--- src/rtl/intr_ctrl_if.sv ---
// Bundle between the interrupt controller and its peripheral/cpu side.
// slave: the controller. master: whoever drives events, mask and ack.
interface intr_ctrl_if #(
    parameter int unsigned N_SRC   = 4,
    parameter int unsigned CAUSE_W = 2
);
    logic [N_SRC-1:0]   src;
    logic [N_SRC-1:0]   mask;
    logic               timer_en;
    logic               ack;
    logic               ovf_clr;
    logic               irq;
    logic [CAUSE_W-1:0] cause;
    logic [N_SRC-1:0]   pending;
    logic [N_SRC-1:0]   ovf;

    modport master (
        output src, mask, timer_en, ack, ovf_clr,
        input  irq, cause, pending, ovf
    );

    modport slave (
        input  src, mask, timer_en, ack, ovf_clr,
        output irq, cause, pending, ovf
    );
endinterface

--- src/rtl/intr_ctrl.sv ---
// Interrupt controller: latches peripheral and timer events, presents the lowest
// pending enabled source to the cpu and retires it on a rising ack edge.
module intr_ctrl #(
    parameter int unsigned N_SRC        = 4,
    parameter int unsigned CAUSE_W      = 2,
    parameter int unsigned TIMER_PERIOD = 1000
) (
    input logic       clk,
    input logic       reset,
    intr_ctrl_if.slave bus
);
    localparam int unsigned CntW = $clog2(TIMER_PERIOD);

    typedef enum logic [1:0] {StIdle, StReq, StHold} state_e;

    state_e             state_q, state_d;
    logic               irq_q, irq_d;
    logic [CAUSE_W-1:0] cause_q, cause_d;
    logic [N_SRC-1:0]   pending_q, pending_d;
    logic [N_SRC-1:0]   ovf_q, ovf_d;
    logic [CntW-1:0]    cnt_q, cnt_d;
    logic               ack_q;

    logic               tick;
    logic               ack_rise;
    logic [N_SRC-1:0]   ev;
    logic [N_SRC-1:0]   clr;
    logic [N_SRC-1:0]   req;
    logic [CAUSE_W-1:0] low_idx;

    always_comb begin
        tick = bus.timer_en && (cnt_q == CntW'(TIMER_PERIOD - 1));
        if (!bus.timer_en || tick) begin
            cnt_d = '0;
        end else begin
            cnt_d = cnt_q + CntW'(1);
        end
    end

    always_comb begin
        // Timer shares the top source; a coincident external pulse is one event.
        ev            = bus.src;
        ev[N_SRC-1]   = bus.src[N_SRC-1] | tick;
        ack_rise      = bus.ack & ~ack_q;
        req           = pending_q & bus.mask;

        low_idx = '0;
        for (int i = N_SRC - 1; i >= 0; i--) begin
            if (req[i]) begin
                low_idx = CAUSE_W'(i);
            end
        end

        clr = '0;
        for (int i = 0; i < N_SRC; i++) begin
            clr[i] = (state_q == StReq) && ack_rise && (cause_q == CAUSE_W'(i));
        end

        pending_d = (pending_q & ~clr) | ev;
        ovf_d     = (bus.ovf_clr ? '0 : ovf_q) | (ev & pending_q & ~clr);

        state_d = state_q;
        irq_d   = irq_q;
        cause_d = cause_q;
        unique case (state_q)
            StIdle: begin
                if (|req) begin
                    state_d = StReq;
                    irq_d   = 1'b1;
                    cause_d = low_idx;
                end else begin
                    irq_d = 1'b0;
                end
            end
            StReq: begin
                if (ack_rise) begin
                    state_d = StHold;
                    irq_d   = 1'b0;
                end
            end
            StHold: begin
                irq_d = 1'b0;
                if (!bus.ack) begin
                    state_d = StIdle;
                end
            end
            default: begin
                state_d = StIdle;
                irq_d   = 1'b0;
            end
        endcase
    end

    always_ff @(posedge clk or negedge reset) begin
        if (!reset) begin
            state_q   <= StIdle;
            irq_q     <= 1'b0;
            cause_q   <= '0;
            pending_q <= '0;
            ovf_q     <= '0;
            cnt_q     <= '0;
            ack_q     <= 1'b0;
        end else begin
            state_q   <= state_d;
            irq_q     <= irq_d;
            cause_q   <= cause_d;
            pending_q <= pending_d;
            ovf_q     <= ovf_d;
            cnt_q     <= cnt_d;
            ack_q     <= bus.ack;
        end
    end

    assign bus.irq     = irq_q;
    assign bus.cause   = cause_q;
    assign bus.pending = pending_q;
    assign bus.ovf     = ovf_q;
endmodule

--- src/flat_wrapper.sv ---
// flat-port wrapper written by rule: the top's interface ports become plain ports
module intr_ctrl_flat 
#(
    parameter int unsigned N_SRC        = 4,
    parameter int unsigned CAUSE_W      = 2,
    parameter int unsigned TIMER_PERIOD = 1000
)
  (clk, reset, bus_src, bus_mask, bus_timer_en, bus_ack, bus_ovf_clr, bus_irq, bus_cause, bus_pending, bus_ovf);
  intr_ctrl_if #(.N_SRC(N_SRC), .CAUSE_W(CAUSE_W)) bus_i ();
  input logic clk;
  input logic reset;
  input wire logic [$bits(bus_i.src)-1:0] bus_src;
  input wire logic [$bits(bus_i.mask)-1:0] bus_mask;
  input wire logic [$bits(bus_i.timer_en)-1:0] bus_timer_en;
  input wire logic [$bits(bus_i.ack)-1:0] bus_ack;
  input wire logic [$bits(bus_i.ovf_clr)-1:0] bus_ovf_clr;
  output wire logic [$bits(bus_i.irq)-1:0] bus_irq;
  output wire logic [$bits(bus_i.cause)-1:0] bus_cause;
  output wire logic [$bits(bus_i.pending)-1:0] bus_pending;
  output wire logic [$bits(bus_i.ovf)-1:0] bus_ovf;
  assign bus_i.src = bus_src;
  assign bus_i.mask = bus_mask;
  assign bus_i.timer_en = bus_timer_en;
  assign bus_i.ack = bus_ack;
  assign bus_i.ovf_clr = bus_ovf_clr;
  assign bus_irq = bus_i.irq;
  assign bus_cause = bus_i.cause;
  assign bus_pending = bus_i.pending;
  assign bus_ovf = bus_i.ovf;
  intr_ctrl #(.N_SRC(N_SRC), .CAUSE_W(CAUSE_W), .TIMER_PERIOD(TIMER_PERIOD)) u_core (.clk(clk), .reset(reset), .bus(bus_i));
endmodule
--- config.mk ---
export PLATFORM = sky130hd
export DESIGN_NAME = intr_ctrl_flat
export DESIGN_NICKNAME = d
export VERILOG_FILES = /design/src/rtl/intr_ctrl_if.sv /design/src/rtl/intr_ctrl.sv /design/src/flat_wrapper.sv
export SDC_FILE = /design/constraint.sdc
export NUM_CORES = 1
export LEC_CHECK = 0
export CELL_PAD_IN_SITES_DETAIL_PLACEMENT = 1
export CELL_PAD_IN_SITES_GLOBAL_PLACEMENT = 1
export CORE_ASPECT_RATIO = 0.9
export CORE_MARGIN = 4
export CORE_UTILIZATION = 25
export DETAILED_ROUTE_END_ITERATION = 6
export PLACE_DENSITY = 0.64
export SYNTH_ARGS = -nofsm -noshare
export SYNTH_HDL_FRONTEND = slang
export SYNTH_SLANG_ARGS = --single-unit
--- constraint.sdc ---
create_clock -name clk -period 2 [get_ports clk]
set_input_delay 0.3 -clock clk [delete_from_list [all_inputs] [get_ports clk]]
set_output_delay 0.3 -clock clk [all_outputs]
set_load 0.01 [all_outputs]
==> results of run 1 <==
report_power, final:
group / internal [mW] / switching (mW)
sequential: 0.556 / 0.0848
clock: 0.268 / 0.149
combinational: 0.197 / 0.133
metrics by stage:
| stage | hold slack [ps] | cells | instance area (um2) |
|---|---|---|---|
| finish | 384.4 | 174 | 1434 |
| detailed placement | 473.2 | 170 | 1363 |
| floorplan | 4.409 | 98 | 1065 |
| global route | 401.4 | 174 | 1434 |
| global placement | 467.4 | 170 | 1363 |
| CTS | 388.2 | 174 | 1434 |
cells by family after synthesis:
kind of cell,share of synthesized area
AND/OR/NAND/NOR,0.1927
AO/OA/AOI/OAI,0.1328
adder cells (fa/ha/maj),0.01175
XOR/XNOR,0.05758
buffers and inverters,0.02115
multiplexers,0.01998
flip-flops,0.5640
flip-flops by register name, indices dropped and copies added (netlist names):
signal,count
u_core.bus.irq,1
u_core.bus.ovf,4
u_core.bus.cause,2
u_core.state_q,2
u_core.bus.pending,4
u_core.cnt_q,10
u_core.ack_q,1
synth_stat cells (2+ instances only):
master,number
o2bb2ai_1,3
inv_1,6
a21oi_1,2
o21a_1,2
nand2_1,8
xor2_1,3
nand4bb_1,2
dfrtp_1,24
nor2_1,12
and2_1,2
nand2b_1,4
nand4_1,2
o21ai_0,3
xnor2_1,4
nand3_1,3
placed cells by master (no fill, tap or decap):
master / count
nand3_2: 1
a21oi_1: 2
a41o_1: 1
buf_4: 1
nor2b_1: 1
bufinv_16: 1
dfrtp_1: 24
a22oi_1: 1
nand3_1: 3
a32o_1: 1
nor2_1: 12
a31o_2: 1
nand4bb_1: 2
o31ai_1: 1
ha_1: 1
o21a_1: 2
and3_2: 1
a32oi_1: 1
nand2b_1: 4
xnor2_1: 4
a211oi_1: 1
nor3_1: 1
nand4_1: 2
o2bb2ai_1: 3
clkdlybuf4s50_1: 23
mux2i_1: 1
mux2_2: 1
or3_1: 1
a21o_1: 1
or4_1: 1
a21boi_1: 1
xor2_1: 3
clkbuf_8: 3
inv_1: 6
nand2_1: 8
and2_1: 2
o21ai_0: 3
worst max path at each step:
stage	from	endpoint	slack [ps]	cells after the start
final	u_core.bus.cause[0]	bus_cause[0]	420	1
after global placement	bus_mask[1]	u_core.bus.cause[0]	230	5
after detailed placement	bus_mask[1]	u_core.bus.cause[0]	180	5
after CTS	u_core.bus.cause[0]	bus_cause[0]	390	1
after floorplan	u_core.bus.pending[1]	u_core.bus.cause[0]	600	4
after global routing	u_core.cnt_q[0]	u_core.cnt_q[8]	250	5
per-layer routing:
layer  GRT usage  vias up  wire length, um
li1            -      396                -
met1      0.1126      404             1064
met2      0.1692       13             1248
met3     0.02577        4               84
met4     0.04225        0               48
met5           0        -                0
layout make-up:
type                    instances  area share
flip-flops and latches         24      0.4188
repair buffers                 24      0.1658
clock inverters                 1     0.02094
clock buffers                   3     0.02880
inverters                       6     0.01571
well taps                      48     0.04188
multi-input cells              68      0.3080
==> metrics.md, run 1 <==
| Metric | Value |
|---|---|
| Hold Path Class | in -> async |
| Yosys cell types | 33 |
| Drt total wl | 2446 um |
| Worst endpoint data arrival time | 1280 ps |
| Area occupied by multi-input gates | 441.7 um2 |
| Core area | 4101 um2 |
| Ys flop type | dfrtp_1 |
| Final Hold Vio Count | 0 |
| Setup ws final | 417.2 ps |
| Max-Cap Viols | 0 |
| CTS Hold Bufs | 0 |
| Mapped Nets | 112 |
| Area share of the largest cell type after synthesis | 0.5640 |
| CTS clock-pin slew for the worst setup and hold paths | 80 ps |
| Post-synth EDFFs | 0 |
| Area of the die | 5368 um2 |
| Sink Count | 24 |
| DR vias | 817 |
| Die height | 69.91 um |
| Num rows | 22 |
| Total gr overflow | 0 |
| Syn_area_per_cell | 10.87 um2 |
| Slowest stage delay, CP | 570 ps |
| Worst r2r src | u_core.cnt_q[0] |
| Vias per Instance | 4.695 |
| Max Transition Viols Final | 0 |
| Slowest cell on crit path | clkdlybuf4s50_1 |
| Global-route usage over all layers | 0.09753 |
| R2r setup slk | 440 ps |
| Worst-Skew Late Latency | 270 ps |
| Clk root buf | clkbuf_8 |
| Status | finished, final reports clean |
| Post-route total power | 1.388 mW |
| Number of buffers created by CTS | 3 |
| Vias in the first global route | 906 |
| DRT Pass-1 Iters | 4 |
| Wire per inst | 14.06 um |
| Post-CTS setup buffer count | 0 |
| Initial core utilization | 0.2596 |
| Post-Route Skew | 4.353 ps |
| Area Overhead vs Synth | 34.67% |
| Fin crit period | 1583 ps |
| DRT iter0 DRCs | 18 |
| Post-Route Setup TNS | 0 ps |
| Fill count | 460 |
| Clk buf depth | 2 |
| Fin crit share | 0.7914 |
| Syn Std Cell Area | 1065 um2 |
| CTS tree | built |
| RSZ-0062 raised after global routing | false |
| Synth top area cells | dfrtp_1 56%, nor2_1 4.2%, xnor2_1 3.3% |
| Pleak | 0.5873 nW |
| CP top delay family | buffers and inverters |
| Antenna Cells | 0 |
| Register area share after synthesis | 0.5640 |
| Worst R2R End | u_core.cnt_q[8] |
| CP cell instances | clkdlybuf4s50_1 |
| Port bufs | 23 |
| Post-synth top area cell | dfrtp_1 |
| Ys async rst share | 1.000 |
| R2R depth | 5 |
| Dpl ws | 176.2 ps |
| H-Tree Depth | 1 |
| Fmax | 631.8 MHz |
| CP Buf/Inv Count | 1 |
| NumNets Final | 141 |
| YS warnings | 0 |
| Largest net degree at the start of global routing | 25 |
| Cells after Synth | 98 |
| Share of cells above drive strength 1 | 0.07143 |
| Slew HR | 0.7613 |
| Cell Pwr Density | 967.8 nW/um2 |
| Worst-path maximum fanout | 6 |
| First-pass GRT wire length | 4160 um |
| Final setup vio count | 0 |
| Post-DP HPWL | 1829 um |
| Synthesized flop and latch total | 24 |
| Die width | 76.79 um |
| Required @ worst endpoint | 1700 ps |
| IO Count | 24 |
| Maximum vdd ir drop | 0.3638 mV |
| Worst setup EP type | output pin |
| Initial antenna violation count | 0 |
| Setup CP Type | reg -> out |
| Post_cts resized | 0 |
| Worst-margin pin slew | 354.3 ps |
| Crit start category | flop |
| Number of remaining DRC errors | 0 |
| Register Area | 600.6 um2 |
| Post-route ant nets | 0 |
| Core Util, Final | 0.3496 |
| Final Wtd Congestion | 0.7512 |
(Power assumes the default switching activity.)
==> run 2: changes to the inputs <==
--- a/config.mk
+++ b/config.mk
@@ -11,7 +11,7 @@
 export CORE_MARGIN = 4
 export CORE_UTILIZATION = 25
 export DETAILED_ROUTE_END_ITERATION = 6
-export PLACE_DENSITY = 0.64
+export PLACE_DENSITY = 0.66
 export SYNTH_ARGS = -nofsm -noshare
 export SYNTH_HDL_FRONTEND = slang
 export SYNTH_SLANG_ARGS = --single-unit
==> constraint.sdc (replaced) <==
create_clock -name clk -period 1.3 [get_ports clk]
set_input_delay 0.195 -clock clk [delete_from_list [all_inputs] [get_ports clk]]
set_output_delay 0.195 -clock clk [all_outputs]
set_load 0.01 [all_outputs]
==> metrics.md, run 2 (synthesis results as in run 1) <==
| Metric | Value |
|---|---|
| H-Tree Depth | 1 |
| Post-Route Skew | 4.317 ps |
| First-pass GRT wire length | 5071 um |
| P_int | 1.701 mW |
| Worst-path maximum fanout | 4 |
| Area Overhead vs Synth | 64.04% |
| Setup CP Type | reg -> reg |
| CP Buf/Inv Count | 0 |
| Max reg flops | 10 |
| DRT Pass-1 Iters | 2 |
| Failing checks | setup timing |
| Clk pwr share | 0.282 |
| Most common cell after layout, fill and taps aside | buf_4 |
| Psw | 668.7 uW |
| Initial core utilization | 0.2596 |
| Wire per inst | 15.59 um |
| Logic pwr share | 0.324 |
| Fill count | 445 |
| Initial antenna violation count | 0 |
| Dpl ws | -397.8 ps |
| Hold Path Class | in -> async |
| Slew HR | 0.7970 |
| Worst-Skew Late Latency | 270 ps |
| CTS clock-pin slew for the worst setup and hold paths | 90 ps |
| Die width | 76.79 um |
| Cell Pwr Density | 1357 nW/um2 |
| CTS tree | built |
| Slowest stage delay, CP | 430 ps |
| Fmax | 743.8 MHz |
| R2r setup slk | -40 ps |
| Setup ws final | -44.43 ps |
| NumNets Final | 168 |
| Maximum vdd ir drop | 0.4503 mV |
| Final Hold Vio Count | 0 |
| Number of buffers created by CTS | 3 |
| Core area | 4101 um2 |
| Port bufs | 23 |
| Core Util, Final | 0.4259 |
| Post-DP HPWL | 2151 um |
| Area of the die | 5368 um2 |
| Share of cells above drive strength 1 | 0.3791 |
| Placed Area | 1513 um2 |
| Post-route ant nets | 0 |
| DR vias | 939 |
| CP top delay family | simple AND/OR/NAND/NOR gates |
| Final Instance Count excl. Fillers | 201 |
| Slowest cell on crit path | dfrtp_1 |
| Dpl cells | 189 |
| Post-Route Setup TNS | -68.30 ps |
| IO Count | 24 |
| Status | finished, violations left |
| Die height | 69.91 um |
| Number of remaining DRC errors | 0 |
| Sw Ratio | 0.2822 |
| Worst endpoint data arrival time | 1510 ps |
| Max-Cap Viols | 0 |
| Sink Count | 24 |
| Vias in the first global route | 1,073 |
| Final Wtd Congestion | 0.7421 |
| Worst-margin pin slew | 304.5 ps |
| Antenna Cells | 0 |
| Clk buf depth | 2 |
| Clk root buf | clkbuf_8 |
| Crit start category | flop |
| DRT iter0 DRCs | 15 |
| Fin crit share | 1.034 |
| Global-route usage over all layers | 0.1184 |
| Finished Cell Area | 1747 um2 |
| Fin crit period | 1344 ps |
| Final setup vio count | 3 |
| Max Transition Viols Final | 0 |
| Worst setup EP type | flop |
| RSZ-0062 raised after global routing | true |
| Most frequent cells in the layout | 28 x buf_4, 22 x dfrtp_1, 10 x clkdlybuf4s50_1, 9 x dlygate4sd2_1, 8 x nand2_1 |
| Largest net degree at the start of global routing | 25 |
| Top reg by flops | u_core.cnt_q |
| CP cell instances | or3_4 -> nand2b_4 -> mux2_2 |
| Sequential power share | 0.395 |
| Num rows | 22 |
| Vias per Instance | 4.672 |
| Pleak | 0.7512 nW |
| Required @ worst endpoint | 1460 ps |
| Total gr overflow | 0 |
| Drt total wl | 3133 um |
==> run 2: path summary, 6_finish.rpt <==
check	startpoint	to	cells past startpoint
setup reg to reg	u_core.state_q[1]	u_core.bus.cause[0]	3
min in group clk	bus_src[0]	u_core.bus.pending[0]	3
max in group asynchronous	reset	u_core.bus.cause[1]	2
hold reg to reg	u_core.bus.ovf[2]	u_core.bus.ovf[2]	1
hold / removal	reset	u_core.bus.ovf[3]	2
setup / recovery	u_core.state_q[1]	u_core.bus.cause[0]	3
==> run 2: layer usage <==
metal	global-route usage	routed length [um]
met4	0.06036	55
met2	0.2147	1634
met5	0	0
met3	0.01160	76
met1	0.1377	1366
==> run 2: area by class of cell <==
| class | count | area [um2] | area share |
|---|---|---|---|
| repair buffers | 51 | 424.2 | 0.2428 |
| inverters | 6 | 22.52 | 0.01289 |
| clock buffers | 3 | 41.29 | 0.02364 |
| well taps | 48 | 60.06 | 0.03438 |
| flip-flops and latches | 24 | 603.1 | 0.3453 |
| clock inverters | 1 | 30.03 | 0.01719 |
| multi-input cells | 68 | 565.5 | 0.3238 |
==> run 2: worst reg2reg max path, cell delays in order, from the launching register on <==
cell      delay, ps
dfrtp_1         430
or3_4           410
nand2b_4         80
mux2_2          320
==> run 2: per-stage QoR <==
step	hold slack (ps)	power (mW)
after floorplan	-100.6	1.224
after CTS	272.3	2.328
final	270.6	2.370
after global placement	479.2	1.629
after global routing	297.1	2.509
after detailed placement	481.3	1.653
==> run 2: repair_timing <==
item                                    in CTS  in global routing
pin swaps                                    1                  8
endpoints found under the hold margin        0                  0
buffers inserted                             4                  4
hold buffers                                 0                  0
gates resized for setup                     20                 24
endpoints found under the setup margin      24                 19
==> run 2: power by group through the flow <==
stage                     registers, mW  logic (mW)  clock network [mW]
after floorplan                    1.01       0.219                   0
after global placement            0.961       0.668                   0
after detailed placement          0.965       0.688                   0
after CTS                         0.932       0.708               0.687
after global routing              0.958       0.843               0.709
final                             0.935       0.767               0.668
